$ cat config.mk
export PLATFORM = sky130hd
export DESIGN_NAME = fir_mc_controller_flat
export DESIGN_NICKNAME = d
export VERILOG_FILES = /design/src/rtl/fir_mc_controller_if.sv /design/src/rtl/fir_mc_controller.sv /design/src/flat_wrapper.sv
export SDC_FILE = /design/constraint.sdc
export NUM_CORES = 1
export LEC_CHECK = 0
export ABC_CLOCK_PERIOD_IN_PS = 3300
export CAP_MARGIN = 15
export CORE_AREA = 3 3 40 42
export DETAILED_ROUTE_END_ITERATION = 8
export DIE_AREA = 0 0 43 45
export GPL_ROUTABILITY_DRIVEN = 0
export PLACE_DENSITY_LB_ADDON = 0.05
export RECOVER_POWER = 25
export SYNTH_ARGS = -nofsm -noshare
export SYNTH_HDL_FRONTEND = slang
export SYNTH_SLANG_ARGS = --single-unit
export TNS_END_PERCENT = 50
$ cat constraint.sdc
create_clock -name clock -period 3.3 [get_ports clock]
set_clock_uncertainty 0.15 [all_clocks]
set_input_delay 0.66 -clock clock [delete_from_list [all_inputs] [get_ports clock]]
set_output_delay 0.66 -clock clock [all_outputs]
set_load 0.05 [all_outputs]
$ cat src/rtl/fir_mc_controller_if.sv
// -----------------------------------------------------------------------------
// fir_mc_controller_if
// Handshake bundle between the multi-channel FIR controller and its
// environment: the sample offer stream going in and the finished result
// stream coming out.
//
// Parameters
//   CHANNELS     number of sample channels; sets the channel field width
//
// Signals
//   in_valid     a new sample is offered (environment -> controller)
//   in_channel   channel of the offered sample (environment -> controller)
//   in_ready     controller accepts a sample this cycle (controller -> env)
//   out_ready    downstream accepts the result (environment -> controller)
//   out_valid    accumulator holds a finished result (controller -> env)
//   out_channel  channel of the finished result (controller -> env)
//
// Modports
//   master       environment side (drives offers and out_ready)
//   slave        controller side
// -----------------------------------------------------------------------------
`timescale 1ns/1ps

interface fir_mc_controller_if #(
    parameter int CHANNELS = 2
);
    localparam int CH_W = ($clog2(CHANNELS) > 1) ? $clog2(CHANNELS) : 1;

    logic            in_valid;
    logic [CH_W-1:0] in_channel;
    logic            in_ready;
    logic            out_ready;
    logic            out_valid;
    logic [CH_W-1:0] out_channel;

    modport master (
        output in_valid,
        output in_channel,
        output out_ready,
        input  in_ready,
        input  out_valid,
        input  out_channel
    );

    modport slave (
        input  in_valid,
        input  in_channel,
        input  out_ready,
        output in_ready,
        output out_valid,
        output out_channel
    );
endinterface

$ cat src/rtl/fir_mc_controller.sv
// -----------------------------------------------------------------------------
// fir_mc_controller
// Sequencer for a time-multiplexed, multi-channel FIR filter datapath. For each
// accepted sample it pushes the sample into that channel's delay line, clears
// the accumulator, walks every tap with one multiply-accumulate per cycle and
// then presents the finished result until downstream takes it.
//
// Configuration
//   FIR_CTRL_PIPE_MAC_EN  when defined, a one-cycle DRAIN state follows the
//                         last MAC to flush a registered multiplier stage
//                         (latency TAPS+3 instead of TAPS+2).
//
// Parameters
//   TAPS         number of filter taps (>= 2)
//   CHANNELS     number of independent channels (>= 1)
//
// Ports
//   clock        rising-edge clock
//   reset        synchronous, active-high reset
//   bus          sample/result handshake (slave modport)
//   delay_clear  clear all channel delay lines (follows reset directly)
//   shift_en     push the captured sample into delay line ch_sel
//   acc_clear    zero the accumulator
//   mac_en       multiply tap tap_addr and accumulate
//   tap_addr     coefficient and delay-line index
//   ch_sel       channel currently processed (0 while idle)
//   ch_err       one-cycle pulse after an out-of-range channel is rejected
// -----------------------------------------------------------------------------
`timescale 1ns/1ps

module fir_mc_controller #(
    parameter int TAPS     = 16,
    parameter int CHANNELS = 2,
    localparam int TAP_W   = ($clog2(TAPS) > 1) ? $clog2(TAPS) : 1,
    localparam int CH_W    = ($clog2(CHANNELS) > 1) ? $clog2(CHANNELS) : 1
) (
    input  logic                  clock,
    input  logic                  reset,
    fir_mc_controller_if.slave    bus,
    output logic                  delay_clear,
    output logic                  shift_en,
    output logic                  acc_clear,
    output logic                  mac_en,
    output logic [TAP_W-1:0]      tap_addr,
    output logic [CH_W-1:0]       ch_sel,
    output logic                  ch_err
);

    generate
        if (TAPS < 2) begin : g_taps_check
            $error("fir_mc_controller: TAPS must be at least 2");
        end
        if (CHANNELS < 1) begin : g_channels_check
            $error("fir_mc_controller: CHANNELS must be at least 1");
        end
    endgenerate

    localparam logic [TAP_W-1:0] LAST_TAP = TAP_W'(TAPS - 1);

    // One extra bit so that CHANNELS itself is representable when it is a
    // power of two (e.g. CHANNELS=2 with a 1-bit channel field).
    localparam logic [CH_W:0] CH_LIMIT = (CH_W + 1)'(CHANNELS);

    typedef enum logic [2:0] {
        IDLE  = 3'd0,
        INIT  = 3'd1,
        MAC   = 3'd2,
        DRAIN = 3'd3,
        DONE  = 3'd4
    } state_t;

    state_t           state_q, state_d;
    logic [TAP_W-1:0] count_q, count_d;
    logic [CH_W-1:0]  ch_q,    ch_d;
    logic             err_q,   err_d;

    logic             in_ready_c;
    logic             out_valid_c;
    logic             shift_en_c;
    logic             acc_clear_c;
    logic             mac_en_c;
    logic [TAP_W-1:0] tap_addr_c;
    logic [CH_W-1:0]  ch_sel_c;
    logic [CH_W-1:0]  out_channel_c;
    logic             accept;
    logic             ch_bad;

    // State, tap counter, captured channel and error flag registers.
    always_ff @(posedge clock) begin
        if (reset) begin
            state_q <= IDLE;
            count_q <= '0;
            ch_q    <= '0;
            err_q   <= 1'b0;
        end else begin
            state_q <= state_d;
            count_q <= count_d;
            ch_q    <= ch_d;
            err_q   <= err_d;
        end
    end

    assign ch_bad = ({1'b0, bus.in_channel} >= CH_LIMIT);

    // Next-state and output decode. Outputs come only from registered state,
    // count and channel; in_ready additionally looks at out_ready so a result
    // handoff and the next accept can share the same cycle.
    always_comb begin
        state_d       = state_q;
        count_d       = count_q;
        ch_d          = ch_q;
        err_d         = 1'b0;
        in_ready_c    = 1'b0;
        out_valid_c   = 1'b0;
        shift_en_c    = 1'b0;
        acc_clear_c   = 1'b0;
        mac_en_c      = 1'b0;
        tap_addr_c    = '0;
        ch_sel_c      = '0;
        out_channel_c = '0;
        accept        = 1'b0;

        case (state_q)
            IDLE: begin
                in_ready_c = 1'b1;
            end

            INIT: begin
                shift_en_c  = 1'b1;
                acc_clear_c = 1'b1;
                ch_sel_c    = ch_q;
                count_d     = '0;
                state_d     = MAC;
            end

            MAC: begin
                mac_en_c   = 1'b1;
                tap_addr_c = count_q;
                ch_sel_c   = ch_q;
                // Stop at the last tap rather than letting the counter wrap.
                if (count_q == LAST_TAP) begin
                    count_d = '0;
`ifdef FIR_CTRL_PIPE_MAC_EN
                    state_d = DRAIN;
`else
                    state_d = DONE;
`endif
                end else begin
                    count_d = count_q + 1'b1;
                end
            end

`ifdef FIR_CTRL_PIPE_MAC_EN
            // Lets the last product leave the multiplier register before the
            // accumulator is declared finished.
            DRAIN: begin
                ch_sel_c = ch_q;
                state_d  = DONE;
            end
`endif

            DONE: begin
                out_valid_c   = 1'b1;
                out_channel_c = ch_q;
                ch_sel_c      = ch_q;
                in_ready_c    = bus.out_ready;
                if (bus.out_ready) begin
                    state_d = IDLE;
                end
            end

            default: begin
                state_d = IDLE;
            end
        endcase

        // An accept in DONE overrides the return to IDLE, so consecutive
        // samples run without an idle bubble.
        accept = bus.in_valid & in_ready_c;
        if (accept) begin
            if (ch_bad) begin
                err_d   = 1'b1;
                state_d = IDLE;
            end else begin
                ch_d    = bus.in_channel;
                state_d = INIT;
            end
        end
    end

    // Reset forces the strobes low at once and clears the delay lines
    // combinationally, before the synchronous reset edge lands.
    assign delay_clear     = reset;
    assign bus.in_ready    = in_ready_c  & ~reset;
    assign bus.out_valid   = out_valid_c & ~reset;
    assign bus.out_channel = out_channel_c;
    assign shift_en        = shift_en_c  & ~reset;
    assign acc_clear       = acc_clear_c & ~reset;
    assign mac_en          = mac_en_c    & ~reset;
    assign tap_addr        = tap_addr_c;
    assign ch_sel          = ch_sel_c;
    assign ch_err          = err_q       & ~reset;

endmodule
$ cat src/flat_wrapper.sv
// flat-port wrapper written by rule: the top's interface ports become plain ports
module fir_mc_controller_flat 
#(
    parameter int TAPS     = 16,
    parameter int CHANNELS = 2,
    localparam int TAP_W   = ($clog2(TAPS) > 1) ? $clog2(TAPS) : 1,
    localparam int CH_W    = ($clog2(CHANNELS) > 1) ? $clog2(CHANNELS) : 1
)
  (clock, reset, delay_clear, shift_en, acc_clear, mac_en, tap_addr, ch_sel, ch_err, bus_in_valid, bus_in_channel, bus_out_ready, bus_in_ready, bus_out_valid, bus_out_channel);
  fir_mc_controller_if #(.CHANNELS(CHANNELS)) bus_i ();
  input  logic clock;
  input  logic reset;
  output logic delay_clear;
  output logic shift_en;
  output logic acc_clear;
  output logic mac_en;
  output logic [TAP_W-1:0] tap_addr;
  output logic [CH_W-1:0] ch_sel;
  output logic ch_err;
  input wire logic [$bits(bus_i.in_valid)-1:0] bus_in_valid;
  input wire logic [$bits(bus_i.in_channel)-1:0] bus_in_channel;
  input wire logic [$bits(bus_i.out_ready)-1:0] bus_out_ready;
  output wire logic [$bits(bus_i.in_ready)-1:0] bus_in_ready;
  output wire logic [$bits(bus_i.out_valid)-1:0] bus_out_valid;
  output wire logic [$bits(bus_i.out_channel)-1:0] bus_out_channel;
  assign bus_i.in_valid = bus_in_valid;
  assign bus_i.in_channel = bus_in_channel;
  assign bus_i.out_ready = bus_out_ready;
  assign bus_in_ready = bus_i.in_ready;
  assign bus_out_valid = bus_i.out_valid;
  assign bus_out_channel = bus_i.out_channel;
  fir_mc_controller #(.TAPS(TAPS), .CHANNELS(CHANNELS)) u_core (.clock(clock), .reset(reset), .bus(bus_i), .delay_clear(delay_clear), .shift_en(shift_en), .acc_clear(acc_clear), .mac_en(mac_en), .tap_addr(tap_addr), .ch_sel(ch_sel), .ch_err(ch_err));
endmodule
Word level (Yosys, flattened, before mapping)
Index checks and enable logic that the tools add are counted.
{"block": "classes", "n_mux": 13, "n_reduce_logical": 6, "add_sub_neg": 1, "eq_ne": 9, "n_bitwise": 7}
{"operator": "$pmux W3 S4", "count": 1}
{"operator": "$mux W4", "count": 2}
{"operator": "$pmux W4 S2", "count": 1}
{"operator": "$mux W1", "count": 6}
{"operator": "$mux W3", "count": 2}
{"operator": "$reduce_and A3 Y1", "count": 2}
{"operator": "$and A1 B1 Y1", "count": 5}
{"operator": "$add A4 B1 Y4 const B", "count": 1}
{"operator": "$eq A4 B4 Y1 const B", "count": 1}
{"operator": "$ne A2 B1 Y1 const B", "count": 2}
{"operator": "$eq A3 B1 Y1 const B", "count": 1}
{"operator": "$eq A3 B2 Y1 const B", "count": 1}
{"operator": "$eq A3 B3 Y1 const B", "count": 1}
{"operator": "$logic_not A3 Y1", "count": 1}
{"operator": "$ne A3 B1 Y1 const B", "count": 1}
{"operator": "$ne A3 B2 Y1 const B", "count": 1}
{"operator": "$reduce_or A3 Y1", "count": 1}
{"operator": "$ne A2 B2 Y1 const B", "count": 1}
{"operator": "$not A1 Y1", "count": 2}
{"operator": "$pmux W1 S2", "count": 1}
{"operator": "$reduce_bool A2 Y1", "count": 1}
{"operator": "$reduce_or A2 Y1", "count": 1}
{"block": "totals", "ff_bits": 8, "elab_cells": 40, "out_inout_bits": 13}

Longest topological paths before layout
Gate-level depths: netlist of the first run.
{"block": "depth", "ltp_word": 5, "depth_mapped": 5, "mapped_depth_nobuf": 5}

Worst setup path after synthesis of the first run
OpenSTA, ideal clock, no wires.
{"block": "synth_path", "kind": "input to output", "from": "in reset", "to": "out shift_en", "cell_stages": 3, "required_ns": 2.490, "setup_slack_ns": 0.118, "t_arrival_ns": 2.372, "path_cell_list": "clkbuf_1 > nor3_1 > buf_4"}
{"block": "synth_via", "elab_chain_cells": 2}
{"item": "start: declaration", "line_no": "flat_wrapper.sv:12", "text": "input logic reset;"}
{"item": "$not A1 Y1"}
{"item": "$and A1 B1 Y1"}
{"item": "end: declaration", "line_no": "flat_wrapper.sv:14", "text": "output logic shift_en;"}
No other way between the ends.

Final worst setup path of the first run
{"block": "layout_path", "from": "reg u_core.state_q[1]", "to": "out ch_sel"}
{"block": "layout_via", "elab_chain_cells": 3, "word_cells_on_any_way": 5, "classes_between": "3 x eq/ne; 1 x mux; 1 x reduce/logical"}
{"item": "start: declaration", "line_no": "fir_mc_controller.sv:72", "text": "state_t state_q, state_d;"}
{"item": "start signal: assignment", "line_no": "fir_mc_controller.sv:96", "text": "state_q <= state_d;"}
{"item": "$eq A3 B1 Y1, or another cell as far along", "line_no": "fir_mc_controller.sv:123", "text": "case (state_q)"}
{"item": "$reduce_or A3 Y1 (no source line) (*)"}
{"item": "$mux W1 (*)", "line_no": "fir_mc_controller.sv:123"}
{"item": "end: declaration", "line_no": "flat_wrapper.sv:18", "text": "output logic [CH_W-1:0] ch_sel;"}
Mark *: on every way between the ends. The rest lies on a longest branch, timed or not.

==> run summary, run 1 <==
Global routing consumed, over all layers together, 13.4% of the routing resources. The clock reaches the later pin of the worst-skew pair after 0.25 ns. TritonCTS built the clock tree. The number of post-CTS setup repair buffers was 0. The detailed-route via count is 483, and the ratio of routed vias to standard cells is 5.14.

The run gives 14 as the maximum number of pins on one net before global-route repair. The tree is rooted in a sky130_fd_sc_hd__clkbuf_4. Of the total power, combinational logic draws 23.7%.

Clock-pin slew was measured on the worst setup and hold paths at 0.06 ns. The level count of the clock H-tree was 1; the layout cell share with drive strength beyond 1 was 15.2%. For this run, the number of Yosys warnings is 0. For the total CTS buffers, the log shows 3.

The run gives 0.285 nW as the standby leakage power. For this run, design rule violations remaining after detail routing come to 0. The count of antenna-violating nets left after detailed routing was 0. The critical path goes through nor3b_4, o21a_1, clkdlybuf4s50_1.

The number of nets in the finished design was 87. Critical path startpoint category: a flop. No sink is reached through more buffers than the 2 on the longest clock path. The min-delay analysis places its worst path in the category reg2reg.

Area of the die: 1940 sq um. The post-detailed-route wirelength per cell was 12.2 um; the share of the clock period used by the worst path after layout was 89.3%. Adding up every negative setup slack in the final design gives 0 ns. The run gives 0 as the number of antenna violations at the first check in global routing.

The tool flagged a number of max-cap violations equal to 0. The critical path in this run is classified as reg2out. STA classifies the critical path endpoint as an output pin. Setup violations remaining at the end of the flow were counted as 0. The area added between synthesis and finish is 32.8%. The final count of pins violating max slew was 0.

Once layout is done, the placed cells without fillers occupy 709 sq um. The horizontal extent of the die is 43 um, and the count of inserted antenna diode cells is 0. Wires add up to 1150 um. In this run the worst path has a maximum fanout of 11. The region available for standard cell placement spans 1280 sq um. In this run the count of I/O pins placed on the die edge is 18.

For the peak supply drop, the log shows 0.000203 V. On the critical path, the stage with the largest delay is an instance of sky130_fd_sc_hd__clkdlybuf4s50_1. The clock network burns 31.7% of the power. Power spread over the standard cell area amounts to 338 nW/um^2. The relative contribution of sequential cells to total power was 44.6%. Subtracting the final worst setup slack from the clock period gives 2.95 ns.

The net switching share of the total power is 30.5%. The wire-length estimate of the detail-placed layout is 846 um. The run finished with clean final reports. Summing all placed instances gives a cell area of 691 sq um. For the hold violation total from the final report, the log shows 0. Synthesis inferred 8 register bits. After clock tree synthesis, the repair step resized 0 gates.

In the layout the commonest cells are 9 x sky130_fd_sc_hd__clkdlybuf4s50_1, 8 x sky130_fd_sc_hd__nor2_1, 8 x sky130_fd_sc_hd__dfxtp_1, 6 x sky130_fd_sc_hd__nand2b_1. Based on the critical path, the design can be clocked at up to 339 MHz. The critical path's largest stage delay works out to 0.79 ns.

The first TritonRoute pass finished after 4 iterations. Switching power: 0.0000733 W. The leading cell type in the layout, fill and taps excluded was sky130_fd_sc_hd__clkdlybuf4s50_1. Row generation in the floorplan step produced 13 rows. Data on the critical path is required at its endpoint by 2.49 ns.

The first global-routing pass estimated 1940 um of wire. The total buffers and inverters traversed by the critical path is 1, and the internal power summed over all cells is 0.000167 W. The run gives 8 as the number of sinks driven by the clock tree. The kind of cell adding the most delay to the critical path is buffers and inverters.

The number of global-route vias before repair was 430. After global routing the overflow that remains totals 0. The initial standard-cell utilization of the core was 41.6%; the synthesized area per cell was 8.22 sq um.

After synthesis, the netlist uses 31 different library cells. The logs give 0 for the quantity of hold-fixing buffers added after cts and 534 sq um for the cell area after synthesis. Data on the critical path arrives at its endpoint at 2.14 ns. The number of design-rule violations left by the first detailed-router iteration is 11, and the synthesized netlist net count is 71. Input and output buffers added on the ports amount to 16. Setup repair after global routing left no endpoint under its margin.

Counting every instance in the synthesized netlist gives 65. Die boundary height: 45 um. For the sequential fraction of the synthesis area, the log shows 30.0%.
-- metrics by stage --
step	cells	utilization (%)	setup WS [ns]	hold slack [ns]	total power, W
after CTS	94	55.5	0.334	0.364	0.000244
after global placement	91	53.7	0.655	0.351	0.000167
after detailed placement	91	53.7	0.615	0.352	0.000167
after floorplan	65	-	0.118	0.316	0.000151
after global routing	94	55.2	0.255	0.409	0.000251
final	94	55.2	0.353	0.373	0.000240
-- cells by family after synthesis --
group	after synthesis	share of synthesized area [%]
AOI/OAI and AO/OA	13	16.4
xor gates and xnor gates	1	1.64
adders and majority gates	1	2.34
buffers and inverters	7	8.90
DFF	8	30.0
muxes	2	3.75
other	1	0.702
and+or+nand+nor	32	36.3
-- worst reg2reg max path: cells and delay by family, from the launching register on --
family / cells / cell delay, ns
flops: 1 / 0.51
simple gates: 2 / 0.50
compound gates: 2 / 0.43
-- layout make-up --
type | count | area [sq um]
fillers | 127 | 576
multi-input cells | 50 | 327
repair buffers | 18 | 181
flip-flops and latches | 8 | 160
clock buffers | 3 | 22.5
well taps | 15 | 18.8
-- worst paths after layout --
check | from | to | slack, ns | depth (start not counted)
hold reg to reg | u_core.count_q[3] | u_core.count_q[3] | 0.37 | 1
hold / removal | u_core.count_q[3] | u_core.count_q[3] | 0.37 | 1
setup reg to reg | u_core.state_q[1] | u_core.count_q[3] | 1.63 | 4
setup / recovery | u_core.state_q[1] | ch_sel | 0.35 | 3
-- power by group through the flow --
stage / clock (W) / combinational [W] / sequential, W
2_1_floorplan: 0 / 0.0000463 / 0.000104
3_3_place_gp: 0 / 0.0000578 / 0.000109
3_5_place_dp: 0 / 0.0000578 / 0.000109
4_1_cts: 0.0000791 / 0.0000581 / 0.000107
5_1_grt: 0.0000822 / 0.0000609 / 0.000108
6_report: 0.0000762 / 0.0000568 / 0.000107
-- synth_stat cells --
cell	count	area (sq um)
sky130_fd_sc_hd__and2_1	4	25.0
sky130_fd_sc_hd__nor3b_4	1	18.8
sky130_fd_sc_hd__and3b_1	1	8.76
sky130_fd_sc_hd__ha_1	1	12.5
sky130_fd_sc_hd__nor3_1	2	10.0
sky130_fd_sc_hd__o21ai_0	1	5.00
sky130_fd_sc_hd__buf_2	2	10.0
sky130_fd_sc_hd__a21oi_1	5	25.0
sky130_fd_sc_hd__buf_4	3	22.5
sky130_fd_sc_hd__and4b_1	1	10.0
sky130_fd_sc_hd__xnor2_1	1	8.76
sky130_fd_sc_hd__dfxtp_1	8	160
sky130_fd_sc_hd__nor2_1	8	30.0
sky130_fd_sc_hd__clkbuf_1	1	3.75
sky130_fd_sc_hd__nand4bb_1	1	11.3
sky130_fd_sc_hd__a21o_1	1	7.51
sky130_fd_sc_hd__nor2b_1	2	12.5
sky130_fd_sc_hd__buf_6	1	11.3
sky130_fd_sc_hd__a311oi_1	1	8.76
sky130_fd_sc_hd__nand2_1	2	7.51
sky130_fd_sc_hd__nand2b_1	6	37.5
sky130_fd_sc_hd__nand3_1	2	10.0
sky130_fd_sc_hd__a31o_1	1	8.76
sky130_fd_sc_hd__nand2_2	1	6.26
sky130_fd_sc_hd__a41oi_1	1	8.76
sky130_fd_sc_hd__a211oi_1	1	7.51
sky130_fd_sc_hd__mux2i_1	2	20.0
sky130_fd_sc_hd__a22o_1	1	8.76
sky130_fd_sc_hd__and3_1	1	6.26
sky130_fd_sc_hd__o21a_1	1	7.51
sky130_fd_sc_hd__conb_1	1	3.75
-- per-layer routing --
layer	share of wire, %	up-vias	GRT usage, %
met1	50	219	18.0
met2	45	9	19.5
li1	-	253	-
met5	0	-	0
met4	0.87	0	5.42
met3	3.9	2	4.78
-- state kept, by name, summed over array words and instances (netlist names) --
| signal | cells |
|---|---|
| u_core.count_q | 4 |
| u_core.state_q | 3 |
| u_core.ch_q | 1 |
(Power assumes the default switching activity.)
==> run 2, diff against run 1 <==
- MAX_ROUTING_LAYER: not set -> met4
==> results of run 2 <==
No change in the layout: final DEF, timing and power equal those of run 1.
Main changes from that run: overall routing resource usage 13.4% -> 13.8%
